$ cat src/rtl/alu_arbiter.sv
// Two-requester round-robin front end for one shared combinational ALU.
// One operation in flight: accept, execute one cycle, hold the response.
module alu_arbiter #(
    parameter int WIDTH = 32,
    parameter int CNT_W = 16
) (
    input  logic             clk,
    input  logic             rst_n,

    input  logic             r0_valid,
    output logic             r0_ready,
    input  logic [2:0]       r0_cs,
    input  logic [WIDTH-1:0] r0_x1,
    input  logic [WIDTH-1:0] r0_x2,
    input  logic [6:0]       r0_funct7,
    input  logic [2:0]       r0_funct3,
    output logic             r0_rsp_valid,
    input  logic             r0_rsp_ready,
    output logic [WIDTH-1:0] r0_rsp_data,
    output logic             r0_rsp_zero,

    input  logic             r1_valid,
    output logic             r1_ready,
    input  logic [2:0]       r1_cs,
    input  logic [WIDTH-1:0] r1_x1,
    input  logic [WIDTH-1:0] r1_x2,
    input  logic [6:0]       r1_funct7,
    input  logic [2:0]       r1_funct3,
    output logic             r1_rsp_valid,
    input  logic             r1_rsp_ready,
    output logic [WIDTH-1:0] r1_rsp_data,
    output logic             r1_rsp_zero,

    output logic [2:0]       alu_cs,
    output logic [WIDTH-1:0] alu_x1,
    output logic [WIDTH-1:0] alu_x2,
    output logic [6:0]       alu_funct7,
    output logic [2:0]       alu_funct3,
    input  logic [WIDTH-1:0] alu_out,
    input  logic             alu_zero,

    output logic             busy,
    output logic [CNT_W-1:0] op_count
);

    typedef enum logic [1:0] {
        IDLE = 2'd0,
        EXEC = 2'd1,
        RESP = 2'd2
    } state_t;

    typedef struct packed {
        logic [2:0]       cs;
        logic [WIDTH-1:0] x1;
        logic [WIDTH-1:0] x2;
        logic [6:0]       funct7;
        logic [2:0]       funct3;
    } op_t;

    state_t           state;
    state_t           state_nxt;
    op_t              op_q;
    op_t              op_sel;
    logic             grant_q;
    logic             last_grant;
    logic [WIDTH-1:0] res_data;
    logic             res_zero;
    logic             win0;
    logic             win1;
    logic             accept;
    logic             rsp_done;

    // Round-robin winner; a tie goes to the requester not served last.
    always_comb begin
        win0 = 1'b0;
        win1 = 1'b0;
        unique case (1'b1)
            r0_valid && r1_valid: begin
                win0 = last_grant;
                win1 = !last_grant;
            end
            r0_valid && !r1_valid: win0 = 1'b1;
            !r0_valid && r1_valid: win1 = 1'b1;
            default: ;
        endcase
    end

    // Handshake decode, operand mux and next state.
    always_comb begin
        state_nxt    = state;
        r0_ready     = 1'b0;
        r1_ready     = 1'b0;
        r0_rsp_valid = 1'b0;
        r1_rsp_valid = 1'b0;
        accept       = 1'b0;
        rsp_done     = 1'b0;
        op_sel       = '{cs: r0_cs, x1: r0_x1, x2: r0_x2,
                         funct7: r0_funct7, funct3: r0_funct3};
        if (win1) begin
            op_sel = '{cs: r1_cs, x1: r1_x1, x2: r1_x2,
                       funct7: r1_funct7, funct3: r1_funct3};
        end
        unique case (state)
            IDLE: begin
                r0_ready = win0;
                r1_ready = win1;
                accept   = win0 || win1;
                if (accept) state_nxt = EXEC;
            end
            EXEC: state_nxt = RESP;
            RESP: begin
                r0_rsp_valid = !grant_q;
                r1_rsp_valid = grant_q;
                rsp_done     = grant_q ? r1_rsp_ready : r0_rsp_ready;
                if (rsp_done) state_nxt = IDLE;
            end
            default: state_nxt = IDLE;
        endcase
    end

    // State register.
    always_ff @(posedge clk or negedge rst_n) begin
        if (!rst_n) state <= IDLE;
        else        state <= state_nxt;
    end

    // Operand and grant capture on accept; held until the next accept.
    always_ff @(posedge clk or negedge rst_n) begin
        if (!rst_n) begin
            op_q       <= '0;
            grant_q    <= 1'b0;
            last_grant <= 1'b1;
        end else if (accept) begin
            op_q       <= op_sel;
            grant_q    <= win1;
            last_grant <= win1;
        end
    end

    // Result capture at the end of the single execute cycle.
    always_ff @(posedge clk or negedge rst_n) begin
        if (!rst_n) begin
            res_data <= '0;
            res_zero <= 1'b0;
        end else if (state == EXEC) begin
            res_data <= alu_out;
            res_zero <= alu_zero;
        end
    end

    // Completed-operation counter, bumped on each response handshake.
    always_ff @(posedge clk or negedge rst_n) begin
        if (!rst_n)        op_count <= '0;
        else if (rsp_done) op_count <= op_count + 1'b1;
    end

    assign alu_cs      = op_q.cs;
    assign alu_x1      = op_q.x1;
    assign alu_x2      = op_q.x2;
    assign alu_funct7  = op_q.funct7;
    assign alu_funct3  = op_q.funct3;

    assign r0_rsp_data = res_data;
    assign r0_rsp_zero = res_zero;
    assign r1_rsp_data = res_data;
    assign r1_rsp_zero = res_zero;

    assign busy        = (state != IDLE);

endmodule
$ cat config.mk
export PLATFORM = sky130hd
export DESIGN_NAME = alu_arbiter
export DESIGN_NICKNAME = d
export VERILOG_FILES = /design/src/rtl/alu_arbiter.sv
export SDC_FILE = /design/constraint.sdc
export NUM_CORES = 1
export LEC_CHECK = 0
export CAP_MARGIN = 20
export CORE_MARGIN = 2
export CORE_UTILIZATION = 24
export CTS_CLUSTER_DIAMETER = 100
export DETAILED_ROUTE_END_ITERATION = 8
export MAX_ROUTING_LAYER = met4
export PLACE_DENSITY_LB_ADDON = 0.1
export REMOVE_ABC_BUFFERS = 1
export SETUP_SLACK_MARGIN = 0.4
export SKIP_LAST_GASP = 1
export SLEW_MARGIN = 10
export SYNTH_ARGS = -nofsm -noshare
export SYNTH_HDL_FRONTEND = slang
export SYNTH_SLANG_ARGS = --single-unit
$ cat constraint.sdc
create_clock -name clk -period 2.05 [get_ports clk]
set_clock_uncertainty 0.2 [all_clocks]
set_input_delay 0.615 -clock clk [delete_from_list [all_inputs] [get_ports clk]]
set_output_delay 0.615 -clock clk [all_outputs]
set_load 0.01 [all_outputs]
Word level (Yosys, flattened, before mapping)

Index checks and enable logic that the tools add are counted.

Register bits: 130
Input port bits: 193
Output and inout port bits: 164
Logic and storage cells: 40

Add/subtract/negate cells: 1
Eq/ne operators: 4
Mux-type cells: 13
Reduce and logical (&&, ||, !) cells: 11

Operator list:

| kind                                                            | count |
|---|---|
| 77-bit two-way mux                                              | 1 |
| 16-bit by 1-bit adder with 16-bit output, second input constant | 1 |
| 1-bit two-way mux                                               | 7 |
| 2-bit one-hot mux with 3 select lines                           | 1 |
| 1-bit zero test                                                 | 4 |
| 2-bit two-way mux                                               | 2 |
| 2-bit != test, second input constant                            | 2 |
| 1-bit one-hot mux with 2 select lines                           | 2 |
| 1-bit logical AND                                               | 3 |
| 2-bit by 1-bit == test with 1-bit output, second input constant | 1 |
| 2-bit == test, second input constant                            | 1 |
| 2-bit zero test                                                 | 1 |
| 2-bit AND reduction                                             | 1 |
| 2-bit nonzero test                                              | 1 |
| 1-bit logical OR                                                | 1 |

Longest topological paths before layout

Gate-level depths: netlist of run 1.

Depth after elaboration: 6
Gate-level depth with buffers: 6

Worst setup path after synthesis of run 1

No wires, ideal clock.

Kind: in2out
Start point: in r1_valid
End point: out r0_ready
Data arrival time: 1.366 ns
Required time: 1.235 ns
Path slack: -0.131 ns
Stages: 5
Cell sequence: a21boi_1 > buf_2 > buf_4 > buf_6 > nor2_1

Longest elaborated chain between the ends: 4
Elaborated cells on any way between the ends: 5

Ends and longest elaborated chain:

| element                                   | line | source |
|---|---|---|
| start: declaration                        | 22   | `input logic r1_valid,` |
| 1-bit zero test                           | 82   | `r0_valid && !r1_valid: win0 = 1'b1;` |
| 1-bit logical AND                         | 82   |  |
| 1-bit one-hot mux with 2 select lines (*) | 77   | `unique case (1'b1)` |
| 1-bit two-way mux (*)                     | 103  | `unique case (state)` |
| end: declaration                          | 11   | `output logic r0_ready,` |

Mark *: on every way between the ends. The rest lies on a longest branch, timed or not.

Worst setup path in the final report of run 1

Start point: reg last_grant
End point: out r0_ready

Longest elaborated chain between the ends: 2

Ends and longest elaborated chain:

| element                               | line | source |
|---|---|---|
| start: declaration                    | 65   | `logic last_grant;` |
| start signal: assignment              | 136  | `last_grant <= win1;` |
| 1-bit one-hot mux with 2 select lines | 77   |  |
| 1-bit two-way mux                     | 103  |  |

No other way between the ends.

==> reports/qor.yml, run 1 <==
synth:
  ys_types: 31
  syn_avg_cell_area_sq_um: 11.4
  synthesis.area_sq_um: 5880
  yosysSeqAreaShare: 0.554
  synth_seq_cells: 130
  synthCells: 514
  synth_warnings: 0
route:
  postRouteAntennaNets: 0
  wl_per_cell_um: 18.3
  wl_met1_um: 9840
  dr.pass1.iters: 5
  vias: 5770
  dr_wl_met2_um: 12400
  drt_drc_violations_left: 0
  via_per_inst: 4.38
  drt-total-wl_um: 24200
  drt_iter0_drc: 202
  dr.max_layer_used: "met4"
  wl_met3_um: 1310
placement:
  place_ws_ns: -0.858
  dp_hpwl_um: 14600
  io_buffer_count: 356
  placedCellCount: 1155
  gp_congestion: 0.844
setup_path:
  critPathBufInv: 2
  endpoint_kind: "primary output"
  critPathMostFrequentCell: "buf_6"
  crit_path_end: "r0_ready"
  r2r-end: "alu_x1[7]"
  cp-start-kind: "flip-flop"
  cp_max_fo: 2
  slowest_delay_ns: 0.55
  path_delay_family: "flip-flops"
  worstSetupStartpoint: "last_grant"
  cp_slowest_cell: "dfstp_2"
  crit_required_ns: 1.23
  critical_path_class: "flip-flop to primary output"
  reg2reg_from: "state[0]"
  rrSetupSlack_ns: -0.01
  worstSetupPathDepth: 4
  path_cells: "a21boi_4 > buf_6 > nor2_4 > buf_6"
  reg2regPathDepth: 12
  cp_data_arrival_time_ns: 1.34
final_layout:
  multiInputGateArea_sq_um: 2560
  seq_area_sq_um: 3260
  final_cells: 1317
  fill_cells: 2162
  drive_gt1_frac: 0.463
  areaGrowthSynthToFinish_pct: 107
  final_cell_mix: "187 x clkdlybuf4s50_1, 127 x dfrtp_1, 110 x buf_6, 91 x buf_2, 75 x buf_4"
  final_nets: 1174
  layout_commonest_cell: "clkdlybuf4s50_1"
  final_core_util: 0.503
job:
  max_cap_viol_count: 0
timing:
  final-hold-violation-count: 0
  fmax_mhz: 465
  finalSetupViolCount: 12
  min_period_ns: 2.15
  worst_slack_ns: -0.103
  slew_headroom: 0.726
  slew_viol_final: 0
  rsz0062_at_grt: "true"
  post-route-period-util: 1.05
  worst_slew_pin_slew_ns: 0.411
pwr:
  p_leak_uw: 0.00539
  max-vdd-ir-drop_mv: 0.540
  p_per_area_nw_per_um2: 1570
clocking:
  cts.path.max_buffers: 2
  clock_latency_ns: 0.42
  clkSlewWorstSetupHoldPaths_ns: 0.06
  clock-sinks: 130
  cts_tree: "yes"
  clockRootBuffer: "clkbuf_16"
  numCtsBuffers: 17
  cts_max_level: 4
floorplanning:
  start_util: 0.243
  die-area_sq_um: 25700
  pin_count: 357
  die_h_um: 160
  dieWidth_um: 160
  row_count: 57
  core_sq_um: 24200
global_route:
  grt_first_pass_wirelength_um: 35600
  antenna_found_initial: 1
  gr-total-overflow: 0
  grt_pass1_vias: 5927
  grt_max_degree: 39
  grt.total_usage: 0.189
worst_hold_path:
  hp-class: "input port to flip-flop"
status:
  status: "finished, violations left"
  violations: "setup timing"
## cell families after synthesis
family / synth area share
AOI/OAI and AO/OA: 0.0724
xor gates and xnor gates: 0.0224
adders and majority gates: 0.00213
buffers and inverters: 0.0709
DFF: 0.554
muxes: 0.199
and+or+nand+nor: 0.0796
## per-layer routing
layer  vias up  global-route usage
met4         0              0.0737
met3        39              0.0354
met2       222               0.309
met1      2820               0.231
li1       2689                   -
met5         -                   -
## cell usage after synthesis, drive strengths merged
cell type | instances | area share
nand4 | 4 | 0.0043
and2 | 1 | 0.0011
mux2i | 78 | 0.13
a21boi | 1 | 0.0013
xor2 | 3 | 0.0045
nand2b | 1 | 0.0011
o21a | 1 | 0.0013
dfstp | 1 | 0.0045
nor4 | 2 | 0.0057
nand3 | 5 | 0.0043
o21ai | 1 | 0.00085
inv | 3 | 0.0019
nand2 | 7 | 0.0045
a21oi | 78 | 0.066
nor3 | 1 | 0.00085
and3 | 2 | 0.0021
nor2 | 82 | 0.052
a31oi | 1 | 0.0011
buf | 62 | 0.068
or2b | 1 | 0.0019
dfrtp | 129 | 0.55
ha | 1 | 0.0021
and4 | 1 | 0.0015
xnor2 | 12 | 0.018
clkbuf | 1 | 0.00064
a21o | 1 | 0.0015
mux2 | 34 | 0.065
## area by class of cell
class                   instances  share of cell area
diodes                          1            0.000206
flip-flops and latches        130               0.268
clock inverters                12              0.0208
well taps                     324              0.0333
multi-input cells             318               0.210
inverters                       3            0.000926
repair buffers                510               0.430
clock buffers                  19              0.0364
## worst min path at each step
stage	start	end	slack, ns	depth (start not counted)
after floorplan	rst_n	alu_cs[0]	0.12	0
after global placement	op_count[15]	op_count[15]	0.27	1
after detailed placement	op_count[15]	op_count[15]	0.27	1
after CTS	r0_valid	last_grant	0.26	2
after global routing	r0_valid	last_grant	0.29	2
final	r0_valid	last_grant	0.28	2
## per-stage QoR
step                      hold WS, ns  setup TNS [ns]  total power [uW]  cell area, sq um
after floorplan                 0.119         -390.04              7400              5470
after global placement          0.266          -38.44             11800              9710
after detailed placement        0.273          -41.16             11900              9710
after CTS                       0.259          -0.556             18000             11500
after global routing            0.289           -3.59             20000             12200
final                           0.283          -0.446             19100             12200
## report_power, final
group	internal [uW]	switching (uW)
clock network	2440	1200
logic	6310	4480
registers	3780	848
total	12500	6520
## flip-flops by register name, summed over array words and instances (netlist names)
signal / count
grant_q: 1
state: 2
alu_funct7: 7
last_grant: 1
alu_funct3: 3
alu_cs: 3
op_count: 16
r0_rsp_zero: 1
alu_x1: 32
alu_x2: 32
r0_rsp_data: 32
## repair_timing
item	CTS	global route
hold endpoints to repair	32	0
hold buffers	1	0
gates cloned	22	1
pin swaps	3	12
buffers inserted	68	38
resized for setup	816	87
setup endpoints to repair	256	259
Note: power is estimated with default switching activity, not from simulation.
==> inputs of run 2 (changes only) <==
Settings changed: ABC_AREA from default to 1.
==> reports/qor.yml, run 2 <==
floorplanning:
  start_util: 0.245  # +0.00227
  die_h_um: 165  # +2.6%
  pin_count: 357  # unchanged
  row_count: 58  # +1.8%
  dieWidth_um: 165  # +2.6%
  core_sq_um: 25300  # +4.5%
  die-area_sq_um: 27100  # +5.3%
final_layout:
  final_nets: 1310  # +12%
  diodes: 0  # -1
  fill_cells: 2404  # +11%
  multiInputGateArea_sq_um: 2780  # +8.6%
  layout_commonest_cell: "clkdlybuf4s50_1"
  areaGrowthSynthToFinish_pct: 97.8
  drive_gt1_frac: 0.489  # +0.0262
  seq_area_sq_um: 3250  # about the same
  final_cell_mix: "187 x clkdlybuf4s50_1, 129 x dfrtp_1, 124 x buf_6, 77 x or2_2"
placement:
  gp_congestion: 0.774  # -8.3%
  dp_hpwl_um: 16000  # +9.8%
  place_ws_ns: -0.758  # +0.0994 ns
  io_buffer_count: 356  # unchanged
global_route:
  grt.total_usage: 0.167  # -0.0221
  grt_pass1_vias: 5864  # -1.1%
  gr-total-overflow: 0  # unchanged
  grt_max_degree: 78  # +100%
  grt_first_pass_wirelength_um: 33100  # -7.1%
  antenna_found_initial: 0  # -1
timing:
  worst_slew_pin_slew_ns: 0.467  # +0.0563 ns
  fmax_mhz: 454  # -2.3%
  min_period_ns: 2.20  # +0.0512 ns
  rsz0062_at_grt: "true"
  worst_slack_ns: -0.154  # -0.0512 ns
  finalSetupViolCount: 5  # -7
  post-route-period-util: 1.08  # +0.0250
  whs_ns: 0.285  # +0.00280 ns
  slew_viol_final: 0  # unchanged
  fin_setup_tns_ns: -0.495  # -0.0487 ns
  slew_headroom: 0.688  # -0.0375
  final-hold-violation-count: 0  # unchanged
synth:
  synth_warnings: 0  # unchanged
  synth_ff_type: "dfrtp_1"
  ys_types: 27  # -13%
  syn_avg_cell_area_sq_um: 9.29  # -19%
  synth_top_cells_by_count: "133 x o21ai_0, 131 x nand2_1, 129 x dfrtp_1"
  yosys-top-cells-area: "dfrtp_1 52%, o21ai_0 11%, nand2_1 7.9%, or2_2 7.8%, mux2_2 6.0%"
  synthesis.area_sq_um: 6190  # +5.4%
  synth_area_leader_cell: "dfrtp_1"
  yosysSeqAreaShare: 0.525  # -0.0285
  synth_seq_cells: 130  # unchanged
  yosys.cell_count.top_type: "o21ai_0"
  synth_top_cell_area_share: 0.521  # -0.0283
  ys_async_sr_fraction: 1.00  # unchanged
  synthCells: 667  # +30%
  synth-edff-count: 0  # unchanged
clocking:
  cts_tree: "yes"
  clkSlewWorstSetupHoldPaths_ns: 0.06  # about the same
  clock-sinks: 130  # unchanged
  cts_max_level: 4  # unchanged
  cts.path.max_buffers: 2  # unchanged
  clock_latency_ns: 0.41  # about the same
  clockRootBuffer: "clkbuf_16"
  numCtsBuffers: 17  # unchanged
setup_path:
  cp_max_fo: 3  # +1
  reg2reg_from: "state[1]"
  reg2regPathDepth: 12  # unchanged
  r2r-end: "alu_x1[21]"
  crit_path_end: "r0_ready"
  critical_path_class: "flip-flop to primary output"
  worstSetupStartpoint: "state[1]"
  endpoint_kind: "primary output"
  cp_data_arrival_time_ns: 1.39  # +0.05 ns
  cp-start-kind: "flip-flop"
  crit_required_ns: 1.23  # about the same
  rrSetupSlack_ns: 0.02  # +0.03 ns
pwr:
  p_per_area_nw_per_um2: 1500  # -4.4%
  p_leak_uw: 0.00565  # +4.8%
  max-vdd-ir-drop_mv: 0.662  # +22%
  power_uw: 18400  # -3.6%
status:
  status: "finished, violations left"
  violations: "setup timing"
route:
  wl_per_cell_um: 16.2  # -12%
  vias: 6248  # +8.3%
  postRouteAntennaNets: 0  # unchanged
  dr.pass1.iters: 4  # -1
  drt-total-wl_um: 23600  # -2.1%
  drt_drc_violations_left: 0  # unchanged
  via_per_inst: 4.29  # -2.1%
  drt_iter0_drc: 263  # +30%
job:
  max_cap_viol_count: 0  # unchanged
worst_hold_path:
  hp-class: "flip-flop to flip-flop"
==> run 2: cell types whose count changed in the layout (fill, tap and decap cells not counted), moves of 53 or more <==
cell	previous run	this run
nor2_1	63	8
o21ai_0	1	74
o21ai_1	0	53
mux2i_1	72	0
nand2_1	4	75
or2_2	0	77
==> run 2: cell type report <==
type,instances,share of cell area
clock buffers,18,0.0358
clock inverters,12,0.0168
inverters,25,0.00766
multi-input cells,443,0.227
flip-flops and latches,130,0.266
well taps,330,0.0337
repair buffers,499,0.414
==> run 2: how the worst min path moves through the flow <==
stage | end | startpoint | slack [ns] | cells after the start
finish | alu_funct7[4] | alu_funct7[4] | 0.29 | 2
CTS | last_grant | last_grant | 0.27 | 2
floorplan | alu_cs[0] | rst_n | 0.12 | 0
global placement | alu_x1[9] | alu_x1[9] | 0.27 | 2
global route | alu_funct3[1] | alu_funct3[1] | 0.31 | 2
detailed placement | last_grant | last_grant | 0.26 | 2
==> run 2: repair_timing <==
| action | in CTS | in global routing |
|---|---|---|
| setup buffers | 45 | 44 |
| gates resized for setup | 790 | 218 |
| setup endpoints to repair | 243 | 254 |
| gates cloned | 4 | 12 |
| pin swaps | 4 | 21 |
| endpoints found under the hold margin | 32 | 0 |
| hold buffers | 1 | 0 |
==> run 2: worst max-delay path, cell delays in order (launching register included) <==
cell and delay [ns]:
dfrtp_1 0.42, nor2_4 0.21, nand2_2 0.08, nor2_2 0.12
buf_2 0.14
==> run 2: metal layers <==
| metal | wire length, um | track usage |
|---|---|---|
| met4 | 153 | 0.0332 |
| met5 | 0 | - |
| met2 | 11700 | 0.279 |
| met1 | 9540 | 0.189 |
| met3 | 2280 | 0.0673 |
==> run 2: report_power, final <==
| part | leakage, uW | internal [uW] | switching, uW |
|---|---|---|---|
| sequential | 0.00159 | 3790 | 984 |
| combinational | 0.00377 | 5980 | 4230 |
| clock | 0.000301 | 2190 | 1200 |
| total | 0.00565 | 12000 | 6410 |
==> run 2: logic make-up (layout without fill, tap and decap cells) <==
logic type / after synthesis / in the layout / share of synthesized area
fa+ha+maj: 1 / 1 / 0.00202
mux: 33 / 33 / 0.0600
compound gates: 157 / 157 / 0.127
buf+inv: 94 / 554 / 0.0877
simple gates: 245 / 245 / 0.188
xor+xnor: 7 / 7 / 0.00990
flops: 130 / 130 / 0.525
==> run 2: stage by stage <==
stage	util	std cells	cell area [sq um]
CTS	0.436	1401	11000
finish	0.485	1457	12300
global route	0.485	1457	12300
floorplan	-	598	5750
global placement	0.400	1321	10100
detailed placement	0.400	1321	10100
